[config.mk]
export PLATFORM = sky130hd
export DESIGN_NAME = dcache_uncached_resp
export DESIGN_NICKNAME = d
export VERILOG_FILES = /design/src/rtl/dcache_uncached_resp.sv
export SDC_FILE = /design/constraint.sdc
export NUM_CORES = 1
export LEC_CHECK = 0
export ABC_AREA = 1
export BUFFER_PORTS_ARGS = -buffer_cell sky130_fd_sc_hd__buf_2
export CORE_UTILIZATION = 45
export DETAILED_ROUTE_END_ITERATION = 7
export PLACE_DENSITY = 0.78
export SKIP_CTS_REPAIR_TIMING = 1
export SYNTH_ARGS = -nofsm -noshare
export SYNTH_HDL_FRONTEND = slang
export SYNTH_SLANG_ARGS = --single-unit
[constraint.sdc]
create_clock -name clk -period 2.4 [get_ports clk]
set_input_delay 0.24 -clock clk [delete_from_list [all_inputs] [get_ports clk]]
set_output_delay 0.24 -clock clk [all_outputs]
set_load 0.03 [all_outputs]
[src/rtl/dcache_uncached_resp.sv]
// dcache_uncached_resp
//
// Uncached responder for the single-lane EX1 data-memory request. One
// request is taken at a time in IDLE. The access runs on a simple SRAM-like
// read/write bus, and completion is returned to EX2 as a one-cycle data_ok
// pulse with the raw read word (or the SC result) and the misalignment flag.
//
// Build option:
//   DCACHE_LLBIT_EN  defined   -> LL sets the link bit, SC checks and clears it,
//                                 llbit_clear wipes it.
//                    undefined -> no link bit. LL is a plain read. SC always
//                                 writes and reports success.

module dcache_uncached_resp #(
  parameter int ADDR_W = 32
) (
  input  logic              clk,
  input  logic              aresetn,
  input  logic              flush,
  input  logic              llbit_clear,
  // EX1 request
  input  logic              valid_dcache,
  input  logic              op_dcache,
  input  logic [3:0]        write_type_dcache,
  input  logic [ADDR_W-1:0] addr_dcache,
  input  logic [31:0]       w_data_dcache,
  input  logic              is_atom_dcache,
  // EX2 response
  output logic              addr_ok,
  output logic              data_ok,
  output logic [31:0]       r_data,
  output logic              ale,
  // bus read channel
  output logic              rd_req,
  output logic [ADDR_W-1:0] rd_addr,
  input  logic              rd_rdy,
  input  logic              ret_valid,
  input  logic [31:0]       ret_data,
  // bus write channel
  output logic              wr_req,
  output logic [ADDR_W-1:0] wr_addr,
  output logic [3:0]        wr_wstrb,
  output logic [31:0]       wr_data,
  input  logic              wr_rdy
);

  typedef enum logic [2:0] {
    S_IDLE,
    S_RREQ,
    S_RWAIT,
    S_RDROP,
    S_WREQ,
    S_RESP
  } state_t;

  state_t            state;

  // Registered request and output-side state.
  logic [ADDR_W-1:0] bus_addr;
  logic              req_atom;
  logic              rd_req_q;
  logic              wr_req_q;
  logic              resp_q;

  // Decode of the incoming request, used only on the accept cycle.
  logic              is_half;
  logic              is_word;
  logic              misaligned;
  logic              sc_fail;
  logic              accept;
  logic [3:0]        lane_strb;
  logic [31:0]       lane_data;

  // Link-bit view seen by the accept logic: the real bit when LL/SC is
  // built in, otherwise permanently "linked" so SC always proceeds.
  logic              llbit_ok;

  assign accept = (state == S_IDLE) & valid_dcache & ~flush;

  // Size decode, alignment check and lane placement of the store data.
  // NOTE: every variable gets a default at the top of the block so no path
  // leaves one unassigned; that is what keeps this from becoming a latch.
  always_comb begin
    is_half    = 1'b0;
    is_word    = 1'b0;
    misaligned = 1'b0;
    sc_fail    = 1'b0;
    lane_strb  = 4'b0000;
    lane_data  = {4{w_data_dcache[7:0]}};

    is_word    = (write_type_dcache == 4'b1111);
    is_half    = (write_type_dcache == 4'b0011);
    misaligned = (is_word & (addr_dcache[1:0] != 2'b00)) |
                 (is_half & addr_dcache[0]);
    sc_fail    = is_atom_dcache & op_dcache & ~llbit_ok;
    lane_strb  = write_type_dcache << addr_dcache[1:0];

    // Replicate the low-aligned store data across the word so that whichever
    // lanes the strobe selects carry the right bytes.
    if (is_word) begin
      lane_data = w_data_dcache;
    end else if (is_half) begin
      lane_data = {2{w_data_dcache[15:0]}};
    end
  end

`ifdef DCACHE_LLBIT_EN
  logic llbit;
  logic ll_set;
  logic sc_done;

  // An LL sets the bit only when its data actually returns to the pipeline.
  assign ll_set  = (state == S_RWAIT) & ret_valid & ~flush & req_atom;
  // A committed SC consumes the link, even when its response is flushed.
  assign sc_done = (state == S_WREQ) & wr_rdy & req_atom;

  assign llbit_ok = llbit;

  // Link bit: an explicit clear wins over a simultaneous LL set.
  always_ff @(posedge clk or negedge aresetn) begin
    if (!aresetn) begin
      llbit <= 1'b0;
    end else if (llbit_clear) begin
      llbit <= 1'b0;
    end else if (ll_set) begin
      llbit <= 1'b1;
    end else if (sc_done) begin
      llbit <= 1'b0;
    end
  end
`else
  // Without LL/SC support the clear input has nothing to act on.
  logic unused_llbit_clear;

  assign unused_llbit_clear = llbit_clear;
  assign llbit_ok           = 1'b1;
`endif

  // Request FSM with registered bus-request and response outputs.
  // NOTE: state is updated only with non-blocking assignments, so every
  // branch below reads the values from before this clock edge.
  always_ff @(posedge clk or negedge aresetn) begin
    if (!aresetn) begin
      state    <= S_IDLE;
      bus_addr <= '0;
      req_atom <= 1'b0;
      rd_req_q <= 1'b0;
      wr_req_q <= 1'b0;
      resp_q   <= 1'b0;
      r_data   <= '0;
      ale      <= 1'b0;
      wr_wstrb <= '0;
      wr_data  <= '0;
    end else begin
      case (state)
        S_IDLE: begin
          if (accept) begin
            bus_addr <= {addr_dcache[ADDR_W-1:2], 2'b00};
            req_atom <= is_atom_dcache;
            wr_wstrb <= lane_strb;
            wr_data  <= lane_data;
            ale      <= misaligned;
            r_data   <= '0;
            if (misaligned || sc_fail) begin
              // Answered locally: misaligned access or an SC without a link.
              state  <= S_RESP;
              resp_q <= 1'b1;
            end else if (op_dcache) begin
              state    <= S_WREQ;
              wr_req_q <= 1'b1;
            end else begin
              state    <= S_RREQ;
              rd_req_q <= 1'b1;
            end
          end
        end

        S_RREQ: begin
          if (flush) begin
            // Nothing has reached the bus yet, so the read is simply dropped.
            state    <= S_IDLE;
            rd_req_q <= 1'b0;
          end else if (rd_rdy) begin
            state    <= S_RWAIT;
            rd_req_q <= 1'b0;
          end
        end

        S_RWAIT: begin
          if (ret_valid) begin
            if (flush) begin
              // The return and the flush coincide: the data is consumed
              // and thrown away.
              state <= S_IDLE;
            end else begin
              r_data <= ret_data;
              state  <= S_RESP;
              resp_q <= 1'b1;
            end
          end else if (flush) begin
            // The bus still owes us a return; wait for it and discard it.
            state <= S_RDROP;
          end
        end

        S_RDROP: begin
          if (ret_valid) begin
            state <= S_IDLE;
          end
        end

        S_WREQ: begin
          if (wr_rdy) begin
            // The write is committed on the bus even when a flush arrives
            // in the same cycle; only the response is then withheld.
            wr_req_q <= 1'b0;
            r_data   <= {31'd0, req_atom};
            if (flush) begin
              state <= S_IDLE;
            end else begin
              state  <= S_RESP;
              resp_q <= 1'b1;
            end
          end else if (flush) begin
            state    <= S_IDLE;
            wr_req_q <= 1'b0;
          end
        end

        S_RESP: begin
          state  <= S_IDLE;
          resp_q <= 1'b0;
        end

        default: begin
          state    <= S_IDLE;
          rd_req_q <= 1'b0;
          wr_req_q <= 1'b0;
          resp_q   <= 1'b0;
        end
      endcase
    end
  end

  assign addr_ok = accept;
  // A flush in RESP withholds the completion pulse.
  assign data_ok = resp_q & ~flush;
  // A flush in RREQ pulls the read request off the bus in the same cycle.
  assign rd_req  = rd_req_q & ~flush;
  assign wr_req  = wr_req_q;
  assign rd_addr = bus_addr;
  assign wr_addr = bus_addr;

endmodule

==> impl_metrics.py <==
metrics = {
    "final_layout": {
        "seq_area_um2": 2650,
        "instances_no_fill": 950,
        "final_core_util": 0.580,
        "drive_gt1_frac": 0.385,
        "fin_area_um2": 6310,
        "area_delta_synth_final_pct": 24.4,
        "n_fill_cell": 1023,
        "antenna_cells": 0,
        "multi_input_comb_area_um2": 1880,
        "final_nets": 915,
    },
    "clocking": {
        "cts_root_buf": "clkbuf_8",
        "clk_pin_slew_ps": 100,
        "clk_latency_ps": 350,
        "cts.htree.levels": 3,
        "tritoncts": "done",
        "numCtsBuffers": 9,
        "cts_sinks": 106,
        "cts_buffer_depth": 2,
    },
    "pwr": {
        "clkPwrFrac": 0.106,
        "ir_drop_mv": 0.941,
        "power_mw": 9.32,
        "p_leak_nw": 3.52,
        "pwr-share-seq": 0.323,
        "p_sw_frac": 0.529,
        "power_density_nw_per_um2": 1480,
        "power_switching_mw": 4.93,
        "p_int_mw": 4.39,
        "p_comb_frac": 0.571,
    },
    "critical_path": {
        "cp-start-kind": "flip-flop",
        "cp.arrival_ps": 1850,
        "crit_type": "flip-flop to output port",
        "crit_path_end_kind": "output port",
        "ff2ff_setup_slack_ps": 550,
        "cp_max_fo": 59,
        "cp.required_ps": 2160,
    },
    "synthesis": {
        "synth-edff-count": 0,
        "synthFlopType": "dfrtp_1",
        "synth_xor_area_frac": 0,
        "syn_area_per_cell_um2": 8.41,
        "netlist_top_cells_count": "nand2_1 (223), dfrtp_1 (106), a21oi_1 (45)",
        "ys_types": 26,
        "muxShareOfSynthArea": 0,
        "ys_ff_latch": 106,
        "synth_compound_area_frac": 0.142,
        "synth_top_family_by_area": "simple AND/OR/NAND/NOR gates",
        "async_flop_share": 1.00,
        "synth_fa_ha_area_frac": 0,
        "synthSimpleGateAreaFrac": 0.226,
        "ys_top_cells_by_area": "dfrtp_1 (52%), nand2_1 (17%), o21ai_2 (5.4%)",
        "yosysTopAreaCell": "dfrtp_1",
        "synth_top_cell_area_share": 0.523,
        "synthCells": 603,
        "seq_area_frac_synth": 0.523,
        "synth.most_common_cell": "nand2_1",
        "synth_area_um2": 5070,
        "yosysWarnings": 0,
    },
    "sta": {
        "fin_skew_ps": 13.8,
        "tightest_slew_ps": 642,
        "grt_setup_unrepaired": "no",
        "fmax_ghz": 0.479,
        "finalHoldViolCount": 0,
        "final.setup.tns_ps": 0,
        "maxSlewViolCount": 0,
        "max_slew_margin": 0.571,
        "fin_crit_ps": 2090,
        "setup_viol": 0,
        "setup_ws_ps": 311,
        "post-route-period-util": 0.871,
        "holdWs_ps": 83.8,
    },
    "flow_run": {
        "cap_violations": 0,
    },
    "routing": {
        "ant_nets": 0,
        "routedWlPerCell_um": 12.9,
        "drt-total-wl_mm": 12.3,
        "vias_per_cell": 4.78,
        "drtPass1Iterations": 4,
        "drt_iter0_markers": 244,
        "drc": 0,
        "dr_total_vias": 4539,
    },
    "grt": {
        "grt_usage": 0.210,
        "grt_overflow": 0,
        "grt_max_degree": 60,
        "grt_pass1_vias": 4163,
        "met3_usage": 0.0368,
        "use_met2": 0.365,
        "grt-busiest-layer": "met2",
        "met1_usage": 0.255,
        "grt_pass1_wl_mm": 19.3,
        "antenna_found_initial": 0,
    },
    "floorplanning": {
        "core_area_um2": 10900,
        "row_count": 38,
        "die_area_um2": 11700,
        "io_pins": 247,
        "die-height_um": 108,
        "initial_core_util": 0.466,
        "die_w_um": 108,
    },
    "placed_design": {
        "place_ws_ps": 571,
        "port_buffers": 241,
        "gp_congestion": 0.898,
        "place_inst": 933,
        "post-dp-hpwl_mm": 8.98,
        "place_area_um2": 6130,
    },
    "outcome": {
        "status": "complete, no violations",
    },
    "min_path": {
        "holdCritPathClass": "input pin to flip-flop",
    },
}
[power by group through the flow]
| stage | combinational, mW | clock (mW) | sequential, mW |
|---|---|---|---|
| after floorplan | 2.85 | 0 | 4.48 |
| after global placement | 5.30 | 0 | 3.02 |
| after detailed placement | 5.37 | 0 | 3.04 |
| after CTS | 5.37 | 1.03 | 3.02 |
| after global routing | 5.78 | 1.10 | 3.12 |
| final | 5.32 | 0.984 | 3.01 |
[critical path: stages (launching register included)]
cell and delay, ps:
dfrtp_1 470, nor2_2 220, nand2_1 130, nor2_4 140
buf_12 260, buf_2 250
[area by class of cell]
| type | instances | share of cell area |
|---|---|---|
| Timing Repair Buffer | 250 | 0.211 |
| Clock inverter | 6 | 0.00634 |
| Inverter | 28 | 0.0167 |
| Multi-Input combinational cell | 410 | 0.298 |
| Sequential cell | 106 | 0.420 |
| Clock buffer | 10 | 0.0202 |
| Tap cell | 140 | 0.0278 |
[per-layer routing]
layer	wire (um)	vias to the layer above	part of all wire
met5	0	-	0
met4	372	0	0.030
met3	650	29	0.053
met2	6100	164	0.50
met1	5150	2078	0.42
li1	-	2268	-
[registers in the layout, summed over array words and instances (netlist names)]
register,flops
r_data,32
wr_data,32
state,3
rd_req_q,1
wr_req,1
resp_q,1
wr_wstrb,4
req_atom,1
ale,1
rd_addr,30
[cell families (layout without fill, tap and decap cells)]
kind of cell | Yosys count | in the layout
other cells | 1 | 4
flops | 106 | 106
simple gates | 287 | 287
compound gates | 119 | 119
buf+inv | 90 | 294
[cells in the final DEF, fill, tap and decap left out, types with 2 or more instances in the layout]
| cell | count |
|---|---|
| a21oi_1 | 45 |
| buf_12 | 4 |
| buf_2 | 240 |
| buf_4 | 5 |
| clkbuf_8 | 9 |
| clkinv_2 | 3 |
| conb_1 | 4 |
| dfrtp_1 | 106 |
| inv_1 | 22 |
| inv_2 | 5 |
| inv_6 | 2 |
| nand2_1 | 223 |
| nand2_2 | 2 |
| nand3_1 | 14 |
| nand3_2 | 2 |
| nor2_1 | 37 |
| nor2_2 | 3 |
| nor2_4 | 2 |
| o21ai_0 | 36 |
| o21ai_1 | 4 |
| o21ai_2 | 31 |
| o31ai_1 | 2 |
| or2_2 | 2 |
[final timing paths]
kind / start / end / cells after the start
worst min register to register: r_data[14]$_DFFE_PN0P_ / r_data[14]$_DFFE_PN0P_ / 2
worst max register to register: state[1]$_DFFE_PN0P_ / wr_data[12]$_DFFE_PN0P_ / 7
worst max-delay path: state[1]$_DFFE_PN0P_ / addr_ok / 5
min in group asynchronous: aresetn / wr_wstrb[2]$_DFFE_PN0P_ / 2
max in group asynchronous: aresetn / rd_addr[27]$_DFFE_PN0P_ / 3
worst min-delay path: addr_dcache[24] / rd_addr[24]$_DFFE_PN0P_ / 3
(Power assumes the default switching activity.)
